## src/rtl/div_unit.sv

```systemverilog
// Iterative 32-bit radix-2 restoring divider (DIV/DIVU) for the EX stage; quotient -> LO, remainder -> HI.
// Optional macro DIV_ZERO_FAST_EN: divide-by-zero finishes after one CALC edge instead of 32.
module div_unit #(
    parameter int unsigned WIDTH = 32,
    parameter int unsigned CNT_W = 5
) (
    input  logic             clk,
    input  logic             rst,
    input  logic             start,
    input  logic             is_signed,
    input  logic [WIDTH-1:0] dividend,
    input  logic [WIDTH-1:0] divisor,
    input  logic             flush,
    output logic             busy,
    output logic             done,
    output logic [WIDTH-1:0] quotient,
    output logic [WIDTH-1:0] remainder
);

    typedef enum logic [1:0] {
        IDLE = 2'd0,
        CALC = 2'd1,
        DONE = 2'd2
    } state_t;

    state_t             state;
    logic [CNT_W-1:0]   cnt;
    logic [WIDTH-1:0]   dq;       // dividend shifts out MSB-first, quotient bits shift in
    logic [WIDTH-1:0]   dvs;
    logic [WIDTH-1:0]   rem;
    logic               sign_q;
    logic               sign_r;
    logic               div0;

    logic [WIDTH-1:0]   a_abs;
    logic [WIDTH-1:0]   b_abs;
    logic               in_div0;
    logic [WIDTH:0]     shifted;
    logic [WIDTH:0]     diff;
    logic [WIDTH-1:0]   rem_nxt;
    logic [WIDTH-1:0]   dq_nxt;

    // Operand magnitudes; a zero divisor keeps the raw dividend so the remainder comes out unmodified
    always_comb begin
        in_div0 = (divisor == '0);
        a_abs   = dividend;
        b_abs   = divisor;
        if (is_signed && dividend[WIDTH-1] && !in_div0) begin
            a_abs = WIDTH'(-dividend);
        end
        if (is_signed && divisor[WIDTH-1]) begin
            b_abs = WIDTH'(-divisor);
        end
    end

    // One restoring shift-subtract step
    always_comb begin
        shifted = {rem, dq[WIDTH-1]};
        diff    = shifted - {1'b0, dvs};
        rem_nxt = shifted[WIDTH-1:0];
        dq_nxt  = {dq[WIDTH-2:0], 1'b0};
        if (!diff[WIDTH]) begin
            rem_nxt = diff[WIDTH-1:0];
            dq_nxt  = {dq[WIDTH-2:0], 1'b1};
        end
    end

    always_ff @(posedge clk or posedge rst) begin
        if (rst) begin
            state     <= IDLE;
            cnt       <= '0;
            dq        <= '0;
            dvs       <= '0;
            rem       <= '0;
            sign_q    <= 1'b0;
            sign_r    <= 1'b0;
            div0      <= 1'b0;
            busy      <= 1'b0;
            done      <= 1'b0;
            quotient  <= '0;
            remainder <= '0;
        end else begin
            done <= 1'b0;
            case (state)
                IDLE: begin
                    if (start && !flush) begin
                        dq     <= a_abs;
                        dvs    <= b_abs;
                        rem    <= '0;
                        cnt    <= '0;
                        sign_q <= is_signed & (dividend[WIDTH-1] ^ divisor[WIDTH-1]);
                        sign_r <= is_signed & dividend[WIDTH-1];
                        div0   <= in_div0;
                        busy   <= 1'b1;
                        state  <= CALC;
                    end
                end
                CALC: begin
                    if (flush) begin
                        busy  <= 1'b0;
                        state <= IDLE;
                    end
`ifdef DIV_ZERO_FAST_EN
                    else if (div0) begin
                        quotient  <= '1;
                        remainder <= dq;
                        busy      <= 1'b0;
                        done      <= 1'b1;
                        state     <= DONE;
                    end
`endif
                    else begin
                        dq  <= dq_nxt;
                        rem <= rem_nxt;
                        cnt <= cnt + CNT_W'(1);
                        if (cnt == CNT_W'(WIDTH - 1)) begin
                            // Zero divisor leaves all-ones quotient and raw dividend; skip sign fix-up
                            quotient  <= (sign_q && !div0) ? WIDTH'(-dq_nxt) : dq_nxt;
                            remainder <= (sign_r && !div0) ? WIDTH'(-rem_nxt) : rem_nxt;
                            busy      <= 1'b0;
                            done      <= 1'b1;
                            state     <= DONE;
                        end
                    end
                end
                DONE: begin
                    state <= IDLE;
                end
                default: begin
                    busy  <= 1'b0;
                    state <= IDLE;
                end
            endcase
        end
    end

endmodule

```

## config.mk

```make
export PLATFORM = sky130hd
export DESIGN_NAME = div_unit
export DESIGN_NICKNAME = d
export VERILOG_FILES = /design/src/rtl/div_unit.sv
export SDC_FILE = /design/constraint.sdc
export NUM_CORES = 1
export LEC_CHECK = 0
export BUFFER_PORTS_ARGS = -buffer_cell sky130_fd_sc_hd__buf_2
export CAP_MARGIN = 15
export CORE_MARGIN = 5
export CORE_UTILIZATION = 40
export CTS_BUF_LIST = sky130_fd_sc_hd__clkbuf_8
export CTS_CLUSTER_DIAMETER = 150
export DETAILED_ROUTE_END_ITERATION = 10
export HOLD_SLACK_MARGIN = 0.15
export SLEW_MARGIN = 40
export SYNTH_ARGS = -nofsm -noshare
export SYNTH_HDL_FRONTEND = slang
export SYNTH_SLANG_ARGS = --single-unit
```

## constraint.sdc

```tcl
create_clock -name clk -period 14.1 [get_ports clk]
set_clock_uncertainty 0.15 [all_clocks]
set_input_delay 1.41 -clock clk [delete_from_list [all_inputs] [get_ports clk]]
set_output_delay 1.41 -clock clk [all_outputs]
set_load 0.03 [all_outputs]
```

# After elaboration in Yosys (flattened, before gate mapping)

Cells that the tools add are included.

Add/subtract/negate cells: 6
Multiply operators: 0
Div/mod/pow operators: 0
Magnitude comparators: 0
Eq/ne operators: 6
Shift-type cells: 0
Mux-type cells: 26
Bitwise logic cells: 5
Reductions and logical operators: 17

Operators by type and width:

| kind                | number |
|---|---|
| $mux 32             | 9 |
| $neg 32->32         | 4 |
| $pmux 32 s2         | 2 |
| $sub 33x32->33      | 1 |
| $logic_not 32->1    | 1 |
| $mux 5              | 2 |
| $pmux 5 s2          | 1 |
| $reduce_and 3->1    | 3 |
| $mux 1              | 7 |
| $logic_and 1x1->1   | 6 |
| $mux 2              | 3 |
| $add 5x1->5 const B | 1 |
| $eq 5x5->1 const B  | 1 |
| $ne 2x2->1 const B  | 2 |
| $pmux 2 s2          | 1 |
| $reduce_and 2->1    | 2 |
| $logic_not 1->1     | 3 |
| $ne 3x3->1 const B  | 1 |
| $pmux 1 s3          | 1 |
| $and 1x1->1         | 2 |
| $eq 2x1->1 const B  | 1 |
| $eq 2x2->1 const B  | 1 |
| $logic_not 2->1     | 1 |
| $not 1->1           | 2 |
| 2 further kinds     | 2 |

Register bits: 172
Bits in latches: 0
Memory bits (writable): 0
Bits in read-only memories: 0
Input bits: 69
Output and inout port bits: 66
Word-level logic and storage cells: 72
Memories kept: 0

# Logic depth before layout (Yosys ltp)

Gate-level depths: netlist of the first run.

Depth in word-level cells: 6
Gate-level depth with buffers: 23
Gate-level depth less buffers: 21

# Least setup slack after synthesis of the first run

Ideal clock, no wire load.

Kind: register -> register
Start point: register dq[31]
End point: register remainder[28]
Setup time: 0.124 ns
Arrival: 4.922 ns
Required time: 13.826 ns
Slack: 8.904 ns
Cell stages (with the launch flop): 22
Buffers on the path: 2
Clock period less this slack: 5.196 ns
Cell sequence: dfrtp_1 inv_1 ha_1 fa_1 nor2b_1 o31a_2 o21ai_2 a2111oi_4 o21a_4 nor2_8 inv_1 buf_2 buf_1 nor2_1 a21oi_1 ha_1 or3b_1 or4b_4 a221oi_2 nand2_1 mux2i_1 a211o_1

Longest elaborated chain between the ends: 4

RTL lines:

| what                   | line | source |
|---|---|---|
| from (decl)            | 28   | `logic [WIDTH-1:0] dq;` |
| from (signal assigned) | 87   | `dq <= a_abs;` |
| from (signal assigned) | 113  | `dq <= dq_nxt;` |
| $sub 33x32->33         | 59   | `diff = shifted - {1'b0, dvs};` |
| $mux 32 (*)            | 62   | `if (!diff[WIDTH]) begin` |
| $neg 32->32            | 119  | `remainder <= (sign_r && !div0) ? WIDTH'(-rem_nxt) : rem_nxt;` |
| $mux 32 (*)            | 119  |  |
| to (signal assigned)   | 119  |  |
| to (decl)              | 17   | `output logic [WIDTH-1:0] remainder` |

Every way passes the cells marked *; elsewhere a longest branch is shown, timed or not.
A chain may end at the register's enable or synchronous reset.

# Worst setup path in the final report of the first run

Same ends and word-level chain as after synthesis.

==> results of run 1 <==
cell usage after synthesis, types with 18 or more instances:
| library cell | number |
|---|---|
| clkbuf_1 | 57 |
| xor2_1 | 62 |
| o21ai_0 | 228 |
| nor2_1 | 133 |
| inv_1 | 55 |
| dfrtp_1 | 172 |
| ha_1 | 38 |
| mux2i_1 | 23 |
| a21oi_1 | 90 |
| o31ai_1 | 18 |
| nor3_1 | 31 |
| xnor2_1 | 70 |
| nand2_1 | 242 |
| nand3_1 | 25 |
cell families after synthesis:
logic type      count (synthesis)  synth area share, %
mux                            26                2.188
xor+xnor                      132                9.493
simple gates                  566                21.74
flops                         172                35.34
buf+inv                       131                4.387
fa+ha+maj                      39                4.068
compound gates                467                22.79
flip-flops by register name, summed over array words and instances (netlist names):
| register | count |
|---|---|
| dvs | 32 |
| state | 2 |
| quotient | 32 |
| busy | 1 |
| sign_r | 1 |
| remainder | 32 |
| dq | 32 |
| done | 1 |
| sign_q | 1 |
| cnt | 5 |
| div0 | 1 |
| rem | 32 |
worst max-delay path, stage by stage (launching register included):
cell	delay [ns]
dfrtp_1	0.38
inv_1	0.06
ha_1	0.22
fa_1	0.41
nor2b_1	0.22
o31a_2	0.26
o21ai_2	0.15
a2111oi_4	0.49
nor3_4	0.12
nor2_8	0.66
inv_1	0.23
a21oi_1	0.32
ha_1	0.31
or3b_1	0.41
or4b_4	0.54
a221oi_2	0.42
nand2_1	0.12
mux2i_1	0.13
a211o_1	0.22
stage by stage:
stage | hold WS, ns | utilization, % | worst slack, ns | total power [mW] | instances
floorplan | 0.2953 | - | 7.880 | 2.058 | 1533
finish | 0.3319 | 45.39 | 8.148 | 2.926 | 2025
CTS | 0.3385 | 45.34 | 8.231 | 2.897 | 2024
global route | 0.3549 | 45.39 | 7.841 | 3.145 | 2025
detailed placement | 0.3111 | 43.97 | 8.249 | 2.528 | 1992
global placement | 0.3084 | 43.92 | 8.446 | 2.516 | 1992
final timing paths:
check,start,endpoint,slack (ns),cells past startpoint
worst max-delay path,dq[31],remainder[28],8.15,18
worst min-delay path,quotient[8],quotient[8],0.33,2
worst max register to register,dq[31],remainder[28],8.15,18
worst min register to register,quotient[8],quotient[8],0.33,2
max in group asynchronous,rst,remainder[7],11.75,3
min in group asynchronous,rst,remainder[4],0.90,2
final cells by class:
class                           instances  area [µm²]
Clock buffer                           17       234.0
Clock inverter                         15       176.4
Fill cell                            3062       16320
Inverter                               55       214.0
Multi-Input combinational cell       1230        7377
Sequential cell                       172        4304
Tap cell                              390       488.0
Timing Repair Buffer                  146       765.7
power by group:
| part | internal [mW] | switching, mW |
|---|---|---|
| Sequential | 0.581 | 0.125 |
| Clock | 0.135 | 0.226 |
| Combinational | 0.678 | 1.18 |
cells in the final DEF, fill, tap and decap left out, drive strengths merged, types with 14 or more instances in the layout:
cell type / synthesis / final
nand2: 242 / 242
or3: 18 / 18
xor2: 62 / 62
clkbuf: 58 / 18
nand2b: 15 / 15
inv: 55 / 60
buf: 18 / 145
nor4: 18 / 18
a21oi: 90 / 90
xnor2: 70 / 70
o31ai: 18 / 18
ha: 38 / 38
mux2i: 24 / 24
nand4: 15 / 15
dfrtp: 172 / 172
nor2: 135 / 135
a31oi: 14 / 14
nor3: 32 / 32
nand3: 25 / 25
o21ai: 245 / 245
and2: 14 / 14
routing by layer:
metal  vias to the layer above  part of all wire [%]  global-route usage, %
met2                       296                    45                  33.35
met3                        40                   4.7                  2.664
met1                      5396                    49                  31.71
met4                         0                   1.9                  5.886
met5                         -                     0                      0
li1                       5600                     -                      -
==> metrics.md, run 1 <==
| Metric | Value |
|---|---|
| Worst VDD drop | `0.1239 mV` |
| Cell taking the most area after synthesis | `dfrtp_1` |
| Drt first pass iters | `6` |
| Setup bufs post-CTS | `0` |
| # diodes | `0` |
| Clock-pin slew on the worst setup and hold paths | `0.11 ns` |
| Post-synthesis async set-or-reset flop share | `100.0%` |
| Top_reg_cell synth | `dfrtp_1` |
| Synth Instances | `1,533` |
| Post-route cell area | `0.01356 mm²` |
| # Max-Cap Violations | `0` |
| Synthesis-to-layout area growth | `11.33%` |
| Fin. Hold Viols | `0` |
| Antenna viol nets, final | `0` |
| Final setup violation count | `0` |
| Placed Area | `0.01314 mm²` |
| CTS tree | `done` |
| Yosys cell types | `86` |
| Row cnt | `63` |
| Status | `finished, final reports clean` |
| Die Ht | `184.5 µm` |
| DR vias | `11,330` |
| Power Density | `215.8 mW/mm²` |
| Worst EP required | `14.32 ns` |
| DRC viols | `0` |
| CTS resizes | `0` |
| Root Buffer | `clkbuf_8` |
| Relative slew slack | `44.74%` |
| CP Capture Type | `flip-flop` |
| DR vias/cell | `5.596` |
| DP HPWL | `27,790 µm` |
| Max clock buf depth | `2` |
| Routed length per instance | `18.16 µm` |
| Core ar. | `0.02987 mm²` |
| First-iteration detailed-routing DRC count | `897` |
| Number of I/O port buffers | `134` |
| Share of layout cells above drive strength 1 | `13.27%` |
| Final net count | `1,730` |
| CP arrival | `6.17 ns` |
| Kind of critical path | `reg -> reg` |
| Top cell type's share of synthesized area | `35.34%` |
| Synth top area cells | `dfrtp_1 (35%), o21ai_0 (9.4%), nand2_1 (7.5%)` |
| Number of buffers created by CTS | `17` |
| CP Launch Type | `flip-flop` |
| Largest net degree at the start of global routing | `116` |
| Achievable Freq | `0.1680 GHz` |
| Die width | `184.5 µm` |
| RSZ-0062 raised after global routing | `no` |
| Yosys warnings | `0` |
| Crit path max fanout | `50` |
| Synth Cell Area | `0.01218 mm²` |
| FF+latch count, synth | `172` |
| First-pass GRT wire length | `59,060 µm` |
| Register area share after synthesis | `35.34%` |
| Tcrit/Tclk final | `42.21%` |
| # hold bufs at CTS | `0` |
| Initial Utilization | `40.77%` |
| Number of synthesized flops with an enable pin | `0` |
| Total die area | `0.03404 mm²` |
| Total GRT Usage | `21.50%` |
| Clock Latency Late Sink | `0.48 ns` |
| Drt total wl | `36,780 µm` |
| Setup TNS | `0 ns` |
| Initial antenna violation count | `0` |
| I/O pins | `135` |
| Vias in the first global route | `10,700` |
| Slew Limit Fails | `0` |
| Grt ovf | `0` |
| H-tree Lvls | `4` |
| Slew @ Worst Pin | `0.8289 ns` |
| Leakage | `6.047 nW` |
| Syn_area_per_cell | `7.945 µm²` |
| Final min period | `5.952 ns` |
| # clock sinks | `172` |
| Post-synthesis net count | `1,641` |
| Hold WC Path Type | `reg -> reg` |
| Routability cong. | `0.9156` |
No activity file was read; power rests on OpenSTA's default activity.
==> run 2, diff against run 1 <==
- clock period: 14.1 -> 4.9 ns (I/O delays scaled with it)
==> metrics.md, run 2 (same netlist as run 1, synthesis figures left out) <==
| Metric | Value |
|---|---|
| Status | `finished, final reports clean` |
| Met1 Use GR | `31.90%` |
| Hold slack final | `0.1840 ns` |
| Kind of critical path | `reg -> reg` |
| Hold depth | `3` |
| Placed Area | `0.01348 mm²` |
| Fin. Hold Viols | `0` |
| Combinational share of power | `65.7%` |
| Pint | `4.353 mW` |
| Largest net degree at the start of global routing | `136` |
| FF-to-FF End | `remainder[28]` |
| Reg2reg start | `rem[26]` |
| Grt ovf | `0` |
| Power Density | `631.6 mW/mm²` |
| DP HPWL | `28,940 µm` |
| Slew Limit Fails | `0` |
| Worst EP required | `5.12 ns` |
| CP arrival | `4.94 ns` |
| Worst VDD drop | `0.2808 mV` |
| Slew @ Worst Pin | `0.8134 ns` |
| Leakage | `6.314 nW` |
| Tcrit/Tclk final | `96.24%` |
| First-pass GRT wire length | `59,750 µm` |
| Sw frac | `51.03%` |
| Final min period | `4.716 ns` |
| Drt total wl | `37,440 µm` |
| DR vias/cell | `5.558` |
| Flop pwr share | `22.3%` |
| DRC viols | `0` |
| Flop-to-flop setup slack | `0.18 ns` |
| Cells after DPL | `2,033` |
| Total die area | `0.03404 mm²` |
| # clock sinks | `172` |
| Row cnt | `63` |
| Met3 Usage GRT | `2.941%` |
| DR vias | `11,530` |
| Clock share of power | `12.0%` |
| Vias in the first global route | `11,010` |
| Synthesis-to-layout area growth | `15.56%` |
| # diodes | `0` |
| Hold path startpoint | `divisor[0]` |
| Routability cong. | `0.9680` |
| First-iteration detailed-routing DRC count | `926` |
| Worst Reg-to-Reg Cells | `19` |
| CP Launch Type | `flip-flop` |
| Drt first pass iters | `7` |
| Die width | `184.5 µm` |
| Clock-pin slew on the worst setup and hold paths | `0.13 ns` |
| Relative slew slack | `45.77%` |
| H-tree Lvls | `4` |
| I/O pins | `135` |
| Hold WC Path Type | `in -> reg` |
| Clock Latency Late Sink | `0.49 ns` |
| Crit path max fanout | `10` |
| Commonest non-fill, non-tap cell in the layout | `nand2_1` |
| CTS tree | `done` |
| Grt met2 use | `33.46%` |
| Routed length per instance | `18.05 µm` |
| Busiest layer in global routing | `met2` |
| Root Buffer | `clkbuf_8` |
| Post-route cell area | `0.01407 mm²` |
| Antenna viol nets, final | `0` |
| Commonest cells after routing, fill and taps aside | `nand2_1 (241), o21ai_0 (228), dfrtp_1 (172)` |
| Hold Path End | `dvs[0]` |
| Setup WS post-layout | `0.1844 ns` |
| Share of layout cells above drive strength 1 | `16.21%` |
| # Max-Cap Violations | `0` |
| Max clock buf depth | `2` |
| Final setup violation count | `0` |
| Number of buffers created by CTS | `17` |
| CP Capture Type | `flip-flop` |
| Achievable Freq | `0.2121 GHz` |
| Core ar. | `0.02987 mm²` |
| Number of I/O port buffers | `134` |
| Fin cells | `2,074` |
| Die Ht | `184.5 µm` |
| NetSw | `4.536 mW` |
| Initial Utilization | `40.77%` |
| Initial antenna violation count | `0` |
| Final net count | `1,779` |
| Setup WS pre-CTS | `-0.03428 ns` |
| Total GRT Usage | `21.77%` |
## run 2: repair_timing
action,in CTS,in global routing
gates resized for setup,2,15
pin swaps,0,11
setup buffers,0,5
hold endpoints to repair,33,0
setup endpoints to repair,1,10
hold buffers,3,0
gates cloned,0,0
## run 2: worst max-delay path, stage by stage, from the launching register on
cell and delay, ns:
dfrtp_1 0.44, ha_2 0.40, nand4_1 0.23, nor2_2 0.20, nand4_1 0.19, a2111oi_4 0.38
buf_4 0.20, nor3_4 0.06, nor2_8 0.13, inv_8 0.06, a21oi_4 0.19, ha_4 0.18
and2_1 0.12, nand4_1 0.14, nor4_2 0.38, nand4_1 0.25, a221oi_4 0.43, nand2_1 0.11
mux2i_1 0.13, a211o_1 0.23
## run 2: worst max-delay path by stage
stage | slack [ns] | cells after the start | from | endpoint
2_1_floorplan | 0.02 | 21 | dq[31] | remainder[28]
3_3_place_gp | 0.07 | 19 | dq[31] | remainder[28]
3_5_place_dp | -0.03 | 19 | dq[31] | remainder[28]
4_1_cts | 0.02 | 19 | dq[31] | remainder[28]
5_1_grt | -0.02 | 21 | dq[31] | remainder[28]
6_report | 0.18 | 19 | rem[26] | remainder[28]
## run 2: per-stage QoR
stage | utilization, % | setup TNS, ns | power (mW)
4_1_cts | 46.64 | 0 | 8.713
2_1_floorplan | - | 0 | 5.951
6_report | 47.11 | 0 | 8.889
5_1_grt | 47.11 | -0.02401 | 9.573
3_5_place_dp | 45.11 | -0.03428 | 7.585
3_3_place_gp | 45.02 | 0 | 7.546
## run 2: layout make-up
cell class,instances,area [µm²]
Multi-Input combinational cell,1230,7462
Fill cell,2968,15800
Clock inverter,15,177.7
Clock buffer,17,234.0
Inverter,55,217.7
Tap cell,390,488.0
Timing Repair Buffer,195,1191
Sequential cell,172,4304
## run 2: power by group through the flow
stage	combinational, mW	clock (mW)	sequential, mW
floorplan	4.03	0	1.92
global placement	5.56	0	1.99
detailed placement	5.58	0	2.00
CTS	5.65	1.09	1.98
global route	6.40	1.15	2.02
finish	5.84	1.07	1.98
## run 2: layer usage
metal / share of wire (%) / vias up
met4: 2.7 / 0
li1: - / 5685
met1: 48 / 5430
met5: 0 / -
met2: 45 / 357
met3: 5.2 / 56
==> run 3, diff against run 2 <==
- PLACE_DENSITY: not set -> 0.64
==> metrics.md, run 3 (same netlist as run 1, synthesis figures left out) <==
| Metric | Value |
|---|---|
| Fin. Hold Viols | `0` |
| Core ar. | `0.02987 mm²` |
| # Max-Cap Violations | `0` |
| Grt ovf | `0` |
| Die width | `184.5 µm` |
| Leakage | `6.324 nW` |
| DP HPWL | `28,910 µm` |
| Final net count | `1,782` |
| First-pass GRT wire length | `60,100 µm` |
| Vias in the first global route | `11,100` |
| Routed length per instance | `18.23 µm` |
| Worst VDD drop | `0.3679 mV` |
| Clock Latency Late Sink | `0.49 ns` |
| H-tree Lvls | `4` |
| Commonest non-fill, non-tap cell in the layout | `nand2_1` |
| CTS tree | `done` |
| Commonest cells after routing, fill and taps aside | `nand2_1 (240), o21ai_0 (227), dfrtp_1 (172)` |
| Largest net degree at the start of global routing | `146` |
| Number of I/O port buffers | `134` |
| Initial antenna violation count | `0` |
| Crit path max fanout | `5` |
| Root Buffer | `clkbuf_8` |
| # fillers | `2,967` |
| Placed Area | `0.01347 mm²` |
| Total GRT Usage | `22.06%` |
| Drt total wl | `37,870 µm` |
| Final setup violation count | `0` |
| Initial Utilization | `40.77%` |
| Setup TNS | `0 ns` |
| Die Ht | `184.5 µm` |
| First-iteration detailed-routing DRC count | `1,088` |
| Routability cong. | `0.9186` |
| Share of layout cells above drive strength 1 | `16.42%` |
| Slew @ Worst Pin | `0.7948 ns` |
| Achievable Freq | `0.2095 GHz` |
| Drt first pass iters | `5` |
| Slowest CP cell | `or4b_4` |
| CP arrival | `5.01 ns` |
| Met1 wire length | `17,630 µm` |
| Number of buffers created by CTS | `17` |
| Row cnt | `63` |
| RSZ-0062 raised after global routing | `yes` |
| Kind of critical path | `reg -> reg` |
| Crit path largest cell delay | `0.55 ns` |
| DR vias/cell | `5.583` |
| Slew Limit Fails | `0` |
| Tcrit/Tclk final | `97.42%` |
| Met2 wire len | `17,510 µm` |
| CP Launch Type | `flip-flop` |
| Status | `finished, final reports clean` |
| Hold WC Path Type | `in -> reg` |
| Antenna viol nets, final | `0` |
| Final Util | `47.20%` |
| Clock-pin slew on the worst setup and hold paths | `0.12 ns` |
| Relative slew slack | `47.02%` |
| Worst EP required | `5.14 ns` |
| Highest routed metal layer | `met4` |
| WP buf/inv | `3` |
| Total die area | `0.03404 mm²` |
| Final min period | `4.773 ns` |
| CP Capture Type | `flip-flop` |
| I/O pins | `135` |
| Cell family with most CP delay | `simple AND/OR/NAND/NOR gates` |
| Post-route cell area | `0.01410 mm²` |
| Crit-path cells | `inv_1, ha_2, fa_2, nor2b_2, o31a_2, o21ai_4, a2111oi_4, buf_4, nor3_4, nor2_8, inv_6, a21oi_2, ha_4, or3b_4, or4b_4, a221oi_4, nand2_1, mux2i_1, a211o_1` |
| Met3 Routed Length | `1827 µm` |
| DRC viols | `0` |
| DR vias | `11,600` |
| Power Density | `635.4 mW/mm²` |
| # clock sinks | `172` |
| Max clock buf depth | `2` |
| # diodes | `0` |
| Synthesis-to-layout area growth | `15.77%` |
[run 3: cell count changes in the layout (fill, tap and decap cells not counted), sizes merged]
cell and change:
bufinv -1, clkinv +3, clkinvlp -1, buf -1
dlygate4sd3 +3
[run 3: routing by layer]
layer / GRT usage, % / vias up
li1: - / 5691
met1: 31.44 / 5530
met2: 34.72 / 323
met3: 3.316 / 52
met4: 6.744 / 0
met5: 0 / -
[run 3: area by class of cell]
| cell class | count | area [µm²] | share of cell area [%] |
|---|---|---|---|
| repair buffers | 197 | 1216 | 8.625 |
| repair inverters | 1 | 5.005 | 0.03550 |
| flip-flops and latches | 172 | 4304 | 30.53 |
| clock buffers | 17 | 234.0 | 1.659 |
| inverters | 55 | 215.2 | 1.526 |
| multi-input cells | 1230 | 7466 | 52.95 |
| well taps | 390 | 488.0 | 3.461 |
| clock inverters | 15 | 171.4 | 1.216 |
[run 3: worst register-to-register path, stage by stage, from the launching register on]
cell and delay (ns):
dfrtp_1 0.39, inv_1 0.07, ha_2 0.20, fa_2 0.39, nor2b_2 0.18, o31a_2 0.19, o21ai_4 0.08, a2111oi_4 0.36
buf_4 0.20, nor3_4 0.07, nor2_8 0.16, inv_6 0.07, a21oi_2 0.21, ha_4 0.18, or3b_4 0.39, or4b_4 0.55
a221oi_4 0.38, nand2_1 0.11, mux2i_1 0.14, a211o_1 0.22
[run 3: worst paths after layout]
| check | from | to | slack [ns] | cells past startpoint |
|---|---|---|---|---|
| min in group asynchronous | rst | dvs[14] | 0.49 | 3 |
| hold reg to reg | remainder[9] | remainder[9] | 0.33 | 2 |
| setup reg to reg | dq[31] | remainder[28] | 0.13 | 19 |
| max in group asynchronous | rst | quotient[17] | 2.90 | 5 |
| hold / removal | divisor[5] | dvs[5] | 0.17 | 3 |
| setup / recovery | dq[31] | remainder[28] | 0.13 | 19 |
[run 3: repair_timing]
| item | CTS | global route |
|---|---|---|
| gates resized for setup | 2 | 15 |
| setup buffers | 0 | 6 |
| hold buffers | 6 | 0 |
| cloned | 0 | 1 |
| pin swaps | 1 | 11 |
| endpoints found under the hold margin | 32 | 0 |
| endpoints found under the setup margin | 2 | 12 |
[run 3: per-stage QoR]
step,worst slack (ns),instances,power [mW],hold WS (ns)
5_1_grt,-0.04456,2077,9.628,0.1551
2_1_floorplan,0.02201,1533,5.951,0.2953
3_5_place_dp,-0.008609,2031,7.595,0.3135
6_report,0.1267,2077,8.960,0.1688
3_3_place_gp,0.1039,2028,7.530,0.3089
4_1_cts,0.02294,2069,8.712,0.1512
[run 3: power by group]
| part | switching [mW] | total, mW | internal [mW] |
|---|---|---|---|
| clock network | 0.665 | 1.05 | 0.388 |
| registers | 0.312 | 1.98 | 1.67 |
| logic | 3.66 | 5.92 | 2.26 |
